## src/rtl/uart_pkg.sv

```systemverilog
// Shared types and constants for the UART receive path.
// Imported by the receiver top and its FIFO.
package uart_pkg;

  localparam int UART_DATA_BITS = 8;

  typedef enum logic [2:0] {
    IDLE,
    START,
    DATA,
    STOP,
    BREAK
  } rx_state_e;

endpackage

```

## src/rtl/uart_sync_fifo.sv

```systemverilog
// First-word-fall-through byte FIFO for the UART receiver.
// Push and pop may coincide at any fill level, including when full.
module uart_sync_fifo
  import uart_pkg::*;
#(
  parameter int DW = UART_DATA_BITS,
  parameter int AW = 4
) (
  input  logic          clk,
  input  logic          rst,
  input  logic          push,
  input  logic [DW-1:0] wdata,
  input  logic          pop,
  output logic [DW-1:0] rdata,
  output logic          valid,
  output logic [AW:0]   level,
  output logic          drop
);

  localparam logic [AW:0] DEPTH =
    (AW+1)'(2**AW);

  logic [DW-1:0] mem [2**AW];
  logic [AW-1:0] wptr;
  logic [AW-1:0] rptr;
  logic          full;
  logic          empty;
  logic          do_push;
  logic          do_pop;

  assign full  = (level == DEPTH);
  assign empty = (level == '0);

  assign do_pop  = pop && !empty;
  assign do_push = push && (!full || do_pop);
  assign drop    = push && full && !do_pop;

  assign valid = !empty;
  assign rdata = empty ? '0 : mem[rptr];

  // Storage array; not reset, reads are gated by empty.
  always_ff @(posedge clk) begin
    if (do_push) begin
      mem[wptr] <= wdata;
    end
  end

  // Pointers and registered fill count.
  always_ff @(posedge clk) begin
    if (rst) begin
      wptr  <= '0;
      rptr  <= '0;
      level <= '0;
    end else begin
      if (do_push) begin
        wptr <= wptr + 1'b1;
      end
      if (do_pop) begin
        rptr <= rptr + 1'b1;
      end
      unique case ({do_push, do_pop})
        2'b10:   level <= level + 1'b1;
        2'b01:   level <= level - 1'b1;
        default: level <= level;
      endcase
    end
  end

endmodule

```

## src/rtl/uart_rx_fifo_if.sv

```systemverilog
// 8N1 UART receiver feeding an RX FIFO.
// Sticky frame/overrun flags for the CPU register block.
module uart_rx_fifo_if
  import uart_pkg::*;
#(
  parameter int CLKS_PER_BIT = 69,
  parameter int FIFO_AW      = 4
) (
  input  logic               clk,
  input  logic               rst,
  input  logic               i_rxd,
  output logic [7:0]         o_rdata,
  output logic               o_valid,
  input  logic               i_pop,
  output logic [FIFO_AW:0]   o_level,
  output logic               o_frame_err,
  output logic               o_overrun,
  input  logic               i_clr_err
);

  localparam int CW = $clog2(CLKS_PER_BIT);

  localparam logic [CW-1:0] LAST =
    CW'(CLKS_PER_BIT - 1);
  localparam logic [CW-1:0] HALF =
    CW'(CLKS_PER_BIT / 2 - 1);

  logic        rx_m;
  logic        rx_s;

  rx_state_e   state;
  rx_state_e   state_nxt;
  logic [CW-1:0] bcnt;
  logic [CW-1:0] bcnt_nxt;
  logic [2:0]  idx;
  logic [2:0]  idx_nxt;
  logic [7:0]  sh;
  logic [7:0]  sh_nxt;

  logic        push;
  logic        ferr_set;
  logic        drop;

  // Two-flop synchroniser, idles high.
  always_ff @(posedge clk) begin
    if (rst) begin
      rx_m <= 1'b1;
      rx_s <= 1'b1;
    end else begin
      rx_m <= i_rxd;
      rx_s <= rx_m;
    end
  end

  // Receiver state, bit timer and shift register.
  always_ff @(posedge clk) begin
    if (rst) begin
      state <= IDLE;
      bcnt  <= '0;
      idx   <= '0;
      sh    <= '0;
    end else begin
      state <= state_nxt;
      bcnt  <= bcnt_nxt;
      idx   <= idx_nxt;
      sh    <= sh_nxt;
    end
  end

  // Frame sequencing; the timer restarts on every state change.
  always_comb begin
    state_nxt = state;
    bcnt_nxt  = bcnt + 1'b1;
    idx_nxt   = idx;
    sh_nxt    = sh;
    push      = 1'b0;
    ferr_set  = 1'b0;
    unique case (state)
      IDLE: begin
        bcnt_nxt = '0;
        if (!rx_s) begin
          state_nxt = START;
        end
      end
      START: begin
        if (bcnt == HALF) begin
          bcnt_nxt  = '0;
          idx_nxt   = '0;
          state_nxt = rx_s ? IDLE : DATA;
        end
      end
      DATA: begin
        if (bcnt == LAST) begin
          bcnt_nxt = '0;
          sh_nxt   = {rx_s, sh[7:1]};
          idx_nxt  = idx + 3'd1;
          if (idx == 3'd7) begin
            state_nxt = STOP;
          end
        end
      end
      STOP: begin
        if (bcnt == LAST) begin
          bcnt_nxt = '0;
          if (rx_s) begin
            push      = 1'b1;
            state_nxt = IDLE;
          end else begin
            ferr_set  = 1'b1;
            state_nxt = BREAK;
          end
        end
      end
      BREAK: begin
        bcnt_nxt = '0;
        if (rx_s) begin
          state_nxt = IDLE;
        end
      end
      default: begin
        bcnt_nxt  = '0;
        state_nxt = IDLE;
      end
    endcase
  end

  // Sticky error flags; a new error wins over a clear.
  always_ff @(posedge clk) begin
    if (rst) begin
      o_frame_err <= 1'b0;
      o_overrun   <= 1'b0;
    end else begin
      if (ferr_set) begin
        o_frame_err <= 1'b1;
      end else if (i_clr_err) begin
        o_frame_err <= 1'b0;
      end
      if (drop) begin
        o_overrun <= 1'b1;
      end else if (i_clr_err) begin
        o_overrun <= 1'b0;
      end
    end
  end

  uart_sync_fifo #(
    .DW (UART_DATA_BITS),
    .AW (FIFO_AW)
  ) u_fifo (
    .clk   (clk),
    .rst   (rst),
    .push  (push),
    .wdata (sh),
    .pop   (i_pop),
    .rdata (o_rdata),
    .valid (o_valid),
    .level (o_level),
    .drop  (drop)
  );

endmodule

```

## config.mk

```make
export PLATFORM = sky130hd
export DESIGN_NAME = uart_rx_fifo_if
export DESIGN_NICKNAME = d
export VERILOG_FILES = /design/src/rtl/uart_pkg.sv /design/src/rtl/uart_sync_fifo.sv /design/src/rtl/uart_rx_fifo_if.sv
export SDC_FILE = /design/constraint.sdc
export NUM_CORES = 1
export LEC_CHECK = 0
export BUFFER_PORTS_ARGS = -buffer_cell sky130_fd_sc_hd__clkbuf_2
export CAP_MARGIN = 0
export CELL_PAD_IN_SITES_DETAIL_PLACEMENT = 0
export CELL_PAD_IN_SITES_GLOBAL_PLACEMENT = 1
export CORE_MARGIN = 2
export CORE_UTILIZATION = 55
export CTS_BUF_LIST = sky130_fd_sc_hd__clkbuf_2
export DETAILED_ROUTE_END_ITERATION = 16
export GPL_TIMING_DRIVEN = 0
export HOLD_SLACK_MARGIN = 0.02
export MAX_ROUTING_LAYER = met4
export PLACE_DENSITY = 0.9
export REMOVE_ABC_BUFFERS = 1
export SYNTH_ARGS = -nofsm -noshare
export SYNTH_HDL_FRONTEND = slang
export SYNTH_SLANG_ARGS = --single-unit
export TNS_END_PERCENT = 50
```

## constraint.sdc

```tcl
create_clock -name clk -period 3.6 [get_ports clk]
set_input_delay 0 -clock clk [delete_from_list [all_inputs] [get_ports clk]]
set_output_delay 0 -clock clk [all_outputs]
set_load 0.01 [all_outputs]
```

[Yosys cells after proc, flatten, opt, wreduce, memory -nomap -nowiden]
Memory sizes are Yosys's and may differ from the RTL's. A register that Yosys moved wholly into a read port is not among the register bits.
Index checks and enable logic that the tools add are counted.
Word-level totals
  memories kept: 1
  memory bits (writable): 128
  register bits: 38
  output and inout port bits: 16
Operators by class
  eq/ne operators: 16
  add/sub/neg operators: 6
  muxes and demuxes: 30
  reduce and logical (&&, ||, !) cells: 18
Memory list
  u_fifo.mem: depth 16, bits a word 8, rd ports 1, clocked after memory_dff 1, wr ports 1, RTL line uart_sync_fifo.sv:23  | logic [DW-1:0] mem [2**AW];
Operators by type and width (number)
  3-bit two-way mux: 9
  3-bit case mux with 5 select lines: 1
  7-bit two-way mux: 2
  7-bit case mux with 2 select lines: 1
  2-bit inequality test, second input constant: 6
  1-bit two-way mux: 11
  5-bit case mux with 2 select lines: 1
  4-bit by 1-bit adder with 4-bit output, second input constant: 2
  4-bit two-way mux: 2
  8-bit two-way mux: 1
  2-bit nonzero test: 4
  7-bit by 1-bit adder with 7-bit output, second input constant: 1
  7-bit by 6-bit equality test with 1-bit output, second input constant: 1
  7-bit equality test, second input constant: 1
  3-bit by 2-bit equality test with 1-bit output, second input constant: 2
  3-bit equality test, second input constant: 2
  3-bit case mux with 2 select lines: 1
  6-bit AND reduction: 1
  5-bit by 1-bit adder with 5-bit output, second input constant: 1
  5-bit equality test, second input constant: 1
  5-bit zero test: 1
  5-bit by 1-bit subtractor with 5-bit output, second input constant: 1
  1-bit logical AND: 4
  3-bit by 1-bit adder with 3-bit output, second input constant: 1
  other kinds (10): 12

[Longest topological paths before layout]
Gate-level depths: netlist of the first run.
  depth after elaboration: 7
  gate-level depth with buffers: 16
  gate-level depth less buffers: 13

[Modules after synthesis]
A second synthesis of the first run with hierarchy kept.
Second synthesis, totals
  cells, all modules: 429
  area total of the unflattened synthesis: 6994.2 um2
By module, submodules not included
  uart_sync_fifo: times used 1, area each 5823.1 um2, cells an instance 309, seq. area each 4184.0 um2
  uart_rx_fifo_if: times used 1, area each 1171.1 um2, cells an instance 120, seq. area each 500.5 um2

[Worst setup path before layout of the first run]
Ideal clock, no wire load.
  path kind: reg2reg
  from: register u_fifo.level[0]
  to: register u_fifo.level[4]
  stages on the path, launching flop included: 15
  setup time: 0.064 ns
  arrival: 3.052 ns
  path slack: 0.484 ns
  clock period less this slack: 3.116 ns
  required time: 3.536 ns
  cells stage by stage: dfxtp_1 -> or4_4 -> buf_6 -> o21ai_4 -> nor2_4 -> buf_6 -> inv_1 -> ha_1 -> clkbuf_1 -> xor2_1 -> ha_1 -> o21ai_0 -> or3_1 -> a2111o_1 -> nand4_1
Between the ends
  longest elaborated chain between the ends: 7
RTL lines
  start: declaration: RTL line uart_sync_fifo.sv:16  | output logic [AW:0] level,
  start signal: assignment: RTL line uart_sync_fifo.sv:62  | 2'b10: level <= level + 1'b1;
  start signal: assignment: RTL line uart_sync_fifo.sv:63  | 2'b01: level <= level - 1'b1;
  start signal: assignment: RTL line uart_sync_fifo.sv:64  | default: level <= level;
  5-bit zero test: RTL line uart_sync_fifo.sv:32  | assign empty = (level == '0);
  1-bit zero test: RTL line uart_sync_fifo.sv:34  | assign do_pop = pop && !empty;
  1-bit logical AND: RTL line uart_sync_fifo.sv:34
  1-bit logical OR: RTL line uart_sync_fifo.sv:35  | assign do_push = push && (!full || do_pop);
  1-bit logical AND: RTL line uart_sync_fifo.sv:35
  2-bit by 1-bit equality test with 1-bit output / 2-bit equality test (equally long branches): RTL line uart_sync_fifo.sv:61  | unique case ({do_push, do_pop})
  5-bit case mux with 2 select lines / 2-bit nonzero test (equally long branches)
Several ways; a longest one is shown, not always the timed one.
A chain may end at the register's enable or synchronous reset.

[Worst setup path after layout of the first run]
  from: register bcnt[3]
  to: register u_fifo.level[4]
Between the ends
  longest elaborated chain between the ends: 6
RTL lines
  start: declaration: RTL line uart_rx_fifo_if.sv:33  | logic [CW-1:0] bcnt;
  start signal: assignment: RTL line uart_rx_fifo_if.sv:64  | bcnt <= bcnt_nxt;
  7-bit equality test *: RTL line uart_rx_fifo_if.sv:103  | if (bcnt == LAST) begin
  1-bit two-way mux *: RTL line uart_rx_fifo_if.sv:103
  1-bit two-way mux *: RTL line uart_rx_fifo_if.sv:78  | unique case (state)
  1-bit logical AND *: RTL line uart_sync_fifo.sv:35
  2-bit by 1-bit equality test with 1-bit output / 2-bit equality test (equally long branches): RTL line uart_sync_fifo.sv:61
  5-bit case mux with 2 select lines / 2-bit nonzero test (equally long branches)
Every way passes the cells marked *; elsewhere a longest branch is shown, timed or not.

==> results_dict.tcl, run 1 <==
set metrics [dict create \
    clock-sinks 170 \
    worstPathRequired_ns 4.23 \
    synthArstFlopShare 0 \
    worst_setup_path_end_kind "flop" \
    die_w_um 117 \
    swShare 0.199 \
    cts_max_path_buffers 2 \
    whs_ns 0.233 \
    die-area_sq_um 13800 \
    ant_nets 0 \
    wirelength_um 12500 \
    avgSynthCellArea_sq_um 15.8 \
    intPower_w 0.00247 \
    pwr-share-clk 0.317 \
    tns_ns 0 \
    viasPerCell 5.80 \
    finalCritPeriodShare 0.910 \
    clkSlewWorstSetupHoldPaths_ns 0.20 \
    synth_warnings 0 \
    netSwitchingPower_w 0.000613 \
    area.growth.synth_to_final_pct 7.30 \
    diodes 0 \
    power_density_nw_per_um2 406 \
    synth_cell_type_count 54 \
    critical_path_class "reg2reg" \
    slew_headroom 0.100 \
    pwr-share-comb 0.008 \
    maxCapViolCount 0 \
    root_buffer "clkbuf_2" \
    die-height_um 117 \
    htree_levels 4 \
    gp_congestion 0.772 \
    pwr-share-seq 0.676 \
    start_util 0.561 \
    synth_top_flop_cell "edfxtp_1" \
    synth_area_sq_um 7080 \
    dr.pass1.iters 4 \
    status "finished, final reports clean" \
    netlist_instances 447 \
    synth-compound-area-share 0.0512 \
    cts_tree "built" \
    fin_total_pwr_w 0.00308 \
    final_cell_area_sq_um 7600 \
    antenna_found_initial 0 \
    hold_path.class "in2reg" \
    core_sq_um 12600 \
    drc 0 \
    numPortBuffers 20 \
    rows 41 \
    drtIter0Drc 296 \
    grt_pass1_vias 3878 \
    overflow 0 \
    ys_seq_elements 170 \
    vias 3794 \
    dpl-instance-area_sq_um 7290 \
    synthXorXnorAreaFrac 0.0124 \
    num_io_pins 21 \
    grt_pass1_wl_um 20100 \
    synth-seq-area-share 0.661 \
    peakVddDrop_mv 0.159 \
    grt_max_degree 33 \
    fin_ws_ns 0.324 \
    dpl_worst_slack_ns 0.385 \
    clock_latency_ns 0.69 \
    fin_skew_ns 0.0271 \
    synth_top_family_by_area "multiplexers" \
    synthAdderAreaFrac 0.0247 \
    grt_usage 0.200 \
    synth_edf_count 128 \
    final_nets 489 \
    cts_buffers 17 \
    synth-simple-area-share 0.0926 \
    rsz0062_at_grt "false" \
    cts_resized 0 \
    setup_viol 0 \
    muxShareOfSynthArea 0.131 \
    hold_viol_final 0 \
    startpoint_type "flop" \
    drv_slew 0 \
    worst_pin_slew_ns 1.35 \
    critical_path_arrival_ns 3.91 \
    p_leak_nw 2.64 \
    hpwl_um 7810 \
    max_freq_ghz 0.305 \
    drive_gt1_frac 0.193 \
    path_max_fanout 17 \
    period_needed_ns 3.28 \
    wl_per_cell_um 19.1 \
]
[cells in the mapped netlist (4+ instances only)]
library cell	n	area, sq um
nor2b_1	11	68.8
nor2_1	29	109
a211oi_1	16	120
nor3_1	4	20.0
edfxtp_1	128	3840
ha_1	14	175
and4_1	5	43.8
o21ai_0	5	25.0
a21oi_1	10	50.1
buf_2	10	50.1
xor2_1	8	70.1
dfxtp_1	42	841
nand4_1	4	25.0
nand3_1	10	50.1
mux4_2	32	721
inv_1	14	52.6
nand2b_1	5	31.3
clkbuf_1	8	30.0
and3_1	16	100
nand2_1	6	22.5
mux2i_1	21	210
[power by group through the flow]
| stage | logic (W) | clock network [W] | registers, W |
|---|---|---|---|
| global route | 0.0000263 | 0.00107 | 0.00208 |
| floorplan | 0.00000861 | 0 | 0.00212 |
| global placement | 0.0000182 | 0 | 0.00213 |
| CTS | 0.0000236 | 0.00100 | 0.00208 |
| finish | 0.0000237 | 0.000976 | 0.00208 |
| detailed placement | 0.0000187 | 0 | 0.00213 |
[cells in the final DEF, fill, tap and decap left out, types with 11 or more instances in the layout]
cell type	Yosys	final
edfxtp_1	128	128
dfxtp_1	42	40
clkbuf_2	0	40
mux4_2	32	32
nor2_1	29	29
mux2i_1	21	21
a211oi_1	16	16
and3_1	16	16
inv_1	14	14
ha_1	14	14
nor2b_1	11	11
[registers in the layout, summed over array words and instances, names as in the netlist, named ones only]
register / count
u_fifo.mem: 128
sh: 8
bcnt: 7
u_fifo.level: 5
u_fifo.rptr: 4
u_fifo.wptr: 4
idx: 3
state: 3
o_frame_err: 1
o_overrun: 1
rx_m: 1
rx_s: 1
[per-stage QoR]
step | std cells | util
floorplan | 422 | -
global placement | 614 | 0.576
detailed placement | 615 | 0.577
CTS | 654 | 0.602
global route | 654 | 0.602
finish | 654 | 0.602
[final timing paths]
kind / start / to / slack (ns) / depth (start not counted)
worst max-delay path: bcnt[3] / u_fifo.level[4] / 0.32 / 10
worst min-delay path: i_clr_err / o_frame_err / 0.23 / 5
worst max register to register: bcnt[3] / u_fifo.level[4] / 0.32 / 10
worst min register to register: rx_m / rx_s / 0.44 / 1
[what timing repair did]
| action | in CTS | in global routing |
|---|---|---|
| buffers inserted | 0 | 0 |
| endpoints found under the hold margin | 29 | 0 |
| hold buffers | 8 | 0 |
[routing by layer]
layer,share of wire,GRT usage,up-vias
li1,-,-,1788
met1,0.42,0.248,1883
met2,0.51,0.328,113
met3,0.052,0.0489,10
met4,0.012,0.0625,0
met5,0,-,-
[final cells by class]
type	instances	area [sq um]
clock buffer	20	100
clock inverter	11	131
fill	1006	5020
inverter	14	52.6
multi-input combinational	238	2210
sequential	170	4690
tap	172	215
timing repair buffer	29	200
[cell families (layout without fill, tap and decap cells)]
| group | after synthesis | after routing |
|---|---|---|
| mux | 53 | 53 |
| simple gates | 110 | 110 |
| xor+xnor | 10 | 10 |
| fa+ha+maj | 14 | 14 |
| buf+inv | 39 | 74 |
| flops | 170 | 170 |
| compound gates | 51 | 51 |
[critical path, stage by stage (launching register included)]
cell and delay (ns):
dfxtp_1 0.38, nor2_1 0.61, nand4_4 0.26, nor2_4 0.32, inv_1 0.11, ha_1 0.31
ha_1 0.37, o21ai_0 0.09, or3_1 0.36, a2111o_1 0.37, nand4_1 0.06
Note: power is estimated with default switching activity, not from simulation.
==> run 2: changes to the inputs <==
--- a/config.mk
+++ b/config.mk
@@ -5,19 +5,21 @@
 export SDC_FILE = /design/constraint.sdc
 export NUM_CORES = 1
 export LEC_CHECK = 0
+export ABC_AREA = 1
 export BUFFER_PORTS_ARGS = -buffer_cell sky130_fd_sc_hd__clkbuf_2
 export CAP_MARGIN = 0
 export CELL_PAD_IN_SITES_DETAIL_PLACEMENT = 0
 export CELL_PAD_IN_SITES_GLOBAL_PLACEMENT = 1
 export CORE_MARGIN = 2
-export CORE_UTILIZATION = 55
+export CORE_UTILIZATION = 51
 export CTS_BUF_LIST = sky130_fd_sc_hd__clkbuf_2
 export DETAILED_ROUTE_END_ITERATION = 16
 export GPL_TIMING_DRIVEN = 0
 export HOLD_SLACK_MARGIN = 0.02
 export MAX_ROUTING_LAYER = met4
-export PLACE_DENSITY = 0.9
+export PLACE_DENSITY = 0.89
 export REMOVE_ABC_BUFFERS = 1
+export SKIP_CTS_REPAIR_TIMING = 1
 export SYNTH_ARGS = -nofsm -noshare
 export SYNTH_HDL_FRONTEND = slang
 export SYNTH_SLANG_ARGS = --single-unit
==> run 2 against run 1 <==
Compared with the run above: maximum frequency is 1.1% lower; critical path depth down 3; sequential share of layout area is 1.3 points lower; final area increased by 2.1%; sequential power up 13%; critical path type is now reg2out; critical endpoint is now o_rdata[7]; largest cell class unchanged; largest power group unchanged.
==> results_dict.tcl, run 2 <==
set metrics [dict create \
    synthDominantCellAreaShare 0.528 \
    synth_edf_count 128 \
    final_cell_area_sq_um 7760 \
    drive_gt1_frac 0.0992 \
    worstReg2RegEnd "u_fifo.mem[1][5]" \
    largest_reg_flops 128 \
    worst_pin_slew_ns 1.36 \
    p_leak_nw 3.11 \
    setup_viol 0 \
    rrSetupSlack_ns 0.96 \
    finalCritPeriodShare 0.920 \
    hold_path.class "in2reg" \
    intPower_w 0.00283 \
    grt_pass1_vias 4760 \
    rows 43 \
    synth_cell_type_count 32 \
    die-area_sq_um 15200 \
    pwr-share-comb 0.282 \
    htree_levels 4 \
    gp_congestion 0.830 \
    numPortBuffers 20 \
    clock_latency_ns 0.75 \
    netlist_instances 713 \
    start_util 0.522 \
    num_io_pins 21 \
    ant_nets 0 \
    path_max_fanout 33 \
    synth_area_sq_um 7280 \
    drc 0 \
    r2r_start "bcnt[0]" \
    hpwl_um 9490 \
    hold_start "i_clr_err" \
    synthArstFlopShare 0 \
    largest_register "u_fifo.mem" \
    netSwitchingPower_w 0.00162 \
    placedCellCount 887 \
    synth-seq-area-share 0.644 \
    synth_top_cell_by_area "edfxtp_1" \
    hold_depth 5 \
    slew_headroom 0.0861 \
    pwr-share-seq 0.525 \
    maxCapViolCount 0 \
    grt_pass1_wl_um 23600 \
    die_w_um 123 \
    root_buffer "clkbuf_2" \
    period_needed_ns 3.31 \
    antenna_found_initial 0 \
    synth_common_cells "213 x nand2_1, 128 x edfxtp_1, 118 x nand3_1" \
    die-height_um 123 \
    critical_path_arrival_ns 3.31 \
    layout_commonest_cell "nand2_1" \
    rsz0062_at_grt "false" \
    drtIter0Drc 548 \
    final_cell_mix "213 x nand2_1, 128 x edfxtp_1, 118 x nand3_1" \
    cts_buffers 17 \
    peakVddDrop_mv 0.417 \
    wl_per_cell_um 16.0 \
    startpoint_type "flop" \
    hold_end "o_frame_err" \
    max_freq_ghz 0.302 \
    dpl-instance-area_sq_um 7500 \
    drv_slew 0 \
    area.growth.synth_to_final_pct 6.66 \
    status "finished, final reports clean" \
    worst_setup_path_end_kind "output port" \
    cts_tree "built" \
    power_density_nw_per_um2 574 \
    vias 4945 \
    final_cells 926 \
    diodes 0 \
    largestRegisters "u_fifo.mem: 128 flops, sh: 8 flops, bcnt: 7 flops" \
    whs_ns 0.0531 \
    grt_usage 0.214 \
    hold_viol_final 0 \
    clock-sinks 170 \
    clkSlewWorstSetupHoldPaths_ns 0.20 \
    avgSynthCellArea_sq_um 10.2 \
    critical_path_class "reg2out" \
    cts_max_path_buffers 2 \
    pwr-share-clk 0.193 \
    core_sq_um 13900 \
    worstPathRequired_ns 3.60 \
    synth_most_common_cell "nand2_1" \
    fin_skew_ns 0.0339 \
    final_nets 752 \
    grt_max_degree 65 \
    synth_top_flop_cell "edfxtp_1" \
    overflow 0 \
    swShare 0.364 \
    synth_warnings 0 \
    wirelength_um 14800 \
    viasPerCell 5.34 \
    dr.pass1.iters 5 \
    ys_seq_elements 170 \
    synth_area_leaders "edfxtp_1 53%, dfxtp_1 12%, nand2_1 11%, nand3_1 8.1%, ha_1 2.4%" \
    r2r_cells 7 \
]
==> run 2: power groups by stage <==
stage | Combinational [W] | Clock, W | Sequential (W)
after detailed placement | 0.00125 | 0 | 0.00238
after CTS | 0.00126 | 0.000871 | 0.00234
after global routing | 0.00141 | 0.000951 | 0.00236
after floorplan | 0.000835 | 0 | 0.00236
after global placement | 0.00115 | 0 | 0.00242
final | 0.00125 | 0.000861 | 0.00234
==> run 2: cells by family (layout without fill, tap and decap cells) <==
logic type / count (synthesis) / in the layout / synth area share
XOR/XNOR: 11 / 11 / 0.0132
AND/OR/NAND/NOR: 410 / 410 / 0.250
flip-flops: 170 / 170 / 0.644
adder cells (fa/ha/maj): 14 / 14 / 0.0241
AO/OA/AOI/OAI: 40 / 40 / 0.0301
buffers and inverters: 68 / 101 / 0.0383
==> run 2: how the worst max path moves through the flow <==
| stage | startpoint | to | slack, ns | cells past startpoint |
|---|---|---|---|---|
| final | flop | o_rdata[7] | 0.29 | 7 |
| after global routing | flop | o_rdata[6] | 0.09 | 7 |
| after CTS | flop | o_rdata[7] | -0.40 | 7 |
| after detailed placement | flop | o_rdata[7] | 0.44 | 7 |
| after global placement | flop | o_rdata[4] | -0.38 | 8 |
| after floorplan | flop | o_rdata[0] | 1.10 | 7 |
==> run 2: per-layer routing <==
metal / vias to the layer above / share of wire / global-route usage
li1: 2460 / - / -
met4: 0 / 0.011 / 0.0575
met3: 13 / 0.052 / 0.0475
met2: 120 / 0.48 / 0.352
met5: - / 0 / -
met1: 2352 / 0.45 / 0.270
==> run 2: final cells by class <==
cell class | count | area [sq um]
clock buffer | 21 | 105
clock inverter | 11 | 82.6
fill | 1242 | 6170
inverter | 41 | 158
multi-input combinational | 475 | 2310
sequential | 170 | 4690
tap | 180 | 225
timing repair buffer | 28 | 190
==> run 2: metrics by stage <==
step	utilization	total power (W)	setup TNS [ns]	setup WS, ns
floorplan	-	0.00319	0	1.10
global placement	0.537	0.00356	-2.93	-0.380
detailed placement	0.538	0.00363	0	0.435
CTS	0.552	0.00447	-2.88	-0.405
global route	0.557	0.00472	0	0.0894
finish	0.557	0.00445	0	0.287
==> run 2: worst max-delay path: stages, from the launching register on <==
cell      delay, ns
dfxtp_2        0.83
inv_1          0.74
nand3_1        0.33
nand3_1        0.12
nand2_1        0.13
nand2_1        0.06
a21oi_1        0.19
clkbuf_2       0.17
==> run 3: changes to the inputs <==
--- a/config.mk
+++ b/config.mk
@@ -5,19 +5,18 @@
 export SDC_FILE = /design/constraint.sdc
 export NUM_CORES = 1
 export LEC_CHECK = 0
-export ABC_AREA = 1
 export BUFFER_PORTS_ARGS = -buffer_cell sky130_fd_sc_hd__clkbuf_2
 export CAP_MARGIN = 0
 export CELL_PAD_IN_SITES_DETAIL_PLACEMENT = 0
 export CELL_PAD_IN_SITES_GLOBAL_PLACEMENT = 1
 export CORE_MARGIN = 2
-export CORE_UTILIZATION = 51
+export CORE_UTILIZATION = 45
 export CTS_BUF_LIST = sky130_fd_sc_hd__clkbuf_2
 export DETAILED_ROUTE_END_ITERATION = 16
 export GPL_TIMING_DRIVEN = 0
 export HOLD_SLACK_MARGIN = 0.02
 export MAX_ROUTING_LAYER = met4
-export PLACE_DENSITY = 0.89
+export PLACE_DENSITY = 0.77
 export REMOVE_ABC_BUFFERS = 1
 export SKIP_CTS_REPAIR_TIMING = 1
 export SYNTH_ARGS = -nofsm -noshare
==> run 3 against run 2 <==
Compared with the run above: critical path depth grew 3; die area grew 10%; sequential power decreased by 11%; non-clock buffer count up 2; worst setup slack improved by 0.039 ns; sequential share of layout area rose by 0.90 points; register-to-register slack got worse by 0.63 ns; core utilization decreased by 5.7 points; clock power up 6.9%; power shrank 32%; clock-buffer cell count shrank 3; critical path type is now reg2reg; highest routed layer unchanged.
==> results_dict.tcl, run 3 (same netlist as run 1, synthesis figures left out) <==
set metrics [dict create \
    status "finished, final reports clean" \
    wl_per_cell_um 19.0 \
    finalCritPeriodShare 0.909 \
    grt_pass1_wl_um 20500 \
    largestRegisters "u_fifo.mem: 128 flops, sh: 8 flops, bcnt: 7 flops" \
    viasPerCell 5.54 \
    die-area_sq_um 16800 \
    numPortBuffers 20 \
    largest_reg_flops 128 \
    dr.pass1.iters 4 \
    htree_levels 4 \
    drc 0 \
    max_freq_ghz 0.305 \
    drtIter0Drc 385 \
    worstPathRequired_ns 4.29 \
    peakVddDrop_mv 0.188 \
    rows 45 \
    drive_gt1_frac 0.200 \
    grt_usage 0.174 \
    dpl_worst_slack_ns 0.355 \
    slew_headroom 0.467 \
    worst_setup_path_end_kind "flop" \
    fin_ws_ns 0.326 \
    setup_viol 0 \
    vias 3853 \
    final_cell_mix "128 x edfxtp_1, 39 x dfxtp_1, 38 x clkbuf_2" \
    critical_path_class "reg2reg" \
    drv_slew 0 \
    period_needed_ns 3.27 \
    crit_family "simple AND/OR/NAND/NOR gates" \
    crit_path_start "bcnt[3]" \
    overflow 0 \
    wirelength_um 13200 \
    gp_congestion 0.732 \
    whs_ns 0.279 \
    die_w_um 129 \
    register_area_sq_um 4690 \
    layout_commonest_cell "edfxtp_1" \
    worst_pin_slew_ns 0.796 \
    area.growth.synth_to_final_pct 8.00 \
    crit_path_frequent_cell "ha_1" \
    core_sq_um 15300 \
    placedCellCount 655 \
    root_buffer "clkbuf_2" \
    cpPeakStageDelay_ns 0.58 \
    cts_max_path_buffers 2 \
    hold_path.class "in2reg" \
    fin_skew_ns 0.0474 \
    cp_cell_sequence "nor2_1 -> nand4_4 -> nor2_4 -> inv_1 -> ha_1 -> ha_1 -> o21ai_0 -> or3_1 -> a2111o_1 -> nand4_1" \
    hpwl_um 8320 \
    num_io_pins 21 \
    final_cells 695 \
    r2r_start "bcnt[3]" \
    maxCapViolCount 0 \
    grt_pass1_vias 3879 \
    rsz0062_at_grt "false" \
    hold_viol_final 0 \
    die-height_um 129 \
    grt_max_degree 33 \
    final_nets 490 \
    start_util 0.462 \
    ant_nets 0 \
    p_leak_nw 2.65 \
    cts_tree "built" \
    path_max_fanout 17 \
    critical_path_arrival_ns 3.96 \
    startpoint_type "flop" \
    clock-sinks 170 \
    multi_input_area_sq_um 2210 \
    power_density_nw_per_um2 396 \
    slowest_stage "nor2_1" \
    hold_start "i_pop" \
    tns_ns 0 \
    fillerInstances 1312 \
    cp.buffers_inverters 1 \
    diodes 0 \
    cts_buffers 17 \
    clkSlewWorstSetupHoldPaths_ns 0.23 \
    antenna_found_initial 0 \
    largest_register "u_fifo.mem" \
    clock_latency_ns 0.74 \
]
==> run 3: cell count changes in the layout (fill, tap and decap cells not counted), moves of 17 or more <==
cell	delta
mux2i_1	+21
mux4_2	+32
nand2_1	-207
inv_1	-21
nand3_1	-108
nor2_1	-17
==> run 3: final timing paths <==
check                                       end  slack, ns  cells past startpoint
worst min-delay path                       flop       0.28                      5
worst min register to register             rx_s       0.46                      1
worst max-delay path            u_fifo.level[4]       0.33                     10
worst max register to register  u_fifo.level[4]       0.33                     10
==> run 3: routing by layer <==
| layer | wire length (um) | GRT usage | vias to the layer above |
|---|---|---|---|
| met1 | 5990 | 0.220 | 1957 |
| li1 | - | - | 1796 |
| met5 | 0 | - | - |
| met2 | 6600 | 0.275 | 89 |
| met3 | 492 | 0.0491 | 11 |
| met4 | 148 | 0.0550 | 0 |
==> run 3: cell type report <==
| cell class | instances | area share |
|---|---|---|
| sequential | 170 | 0.613 |
| timing repair buffer | 30 | 0.0288 |
| clock buffer | 18 | 0.0118 |
| clock inverter | 14 | 0.0159 |
| multi-input combinational | 238 | 0.289 |
| tap | 211 | 0.0345 |
| inverter | 14 | 0.00687 |
==> run 3: worst min-delay path, stage by stage <==
cell,delay [ns]
dlygate4sd3_1,0.55
clkbuf_2,0.14
o211ai_1,0.10
xor2_1,0.07
nor2_1,0.10
==> run 3: per-stage QoR <==
step | power (W) | util | instance area, sq um
2_1_floorplan | 0.00213 | - | 6950
3_3_place_gp | 0.00214 | 0.478 | 7310
3_5_place_dp | 0.00215 | 0.480 | 7360
4_1_cts | 0.00305 | 0.494 | 7570
5_1_grt | 0.00314 | 0.499 | 7650
6_report | 0.00303 | 0.499 | 7650
==> run 3: power breakdown <==
| part | internal (W) | switching, W | leakage [nW] |
|---|---|---|---|
| sequential | 0.00208 | 0.00000324 | 1.53 |
| clock | 0.000258 | 0.000662 | 0.140 |
| combinational | 0.00000964 | 0.0000146 | 0.982 |
| total | 0.00235 | 0.000680 | 2.65 |
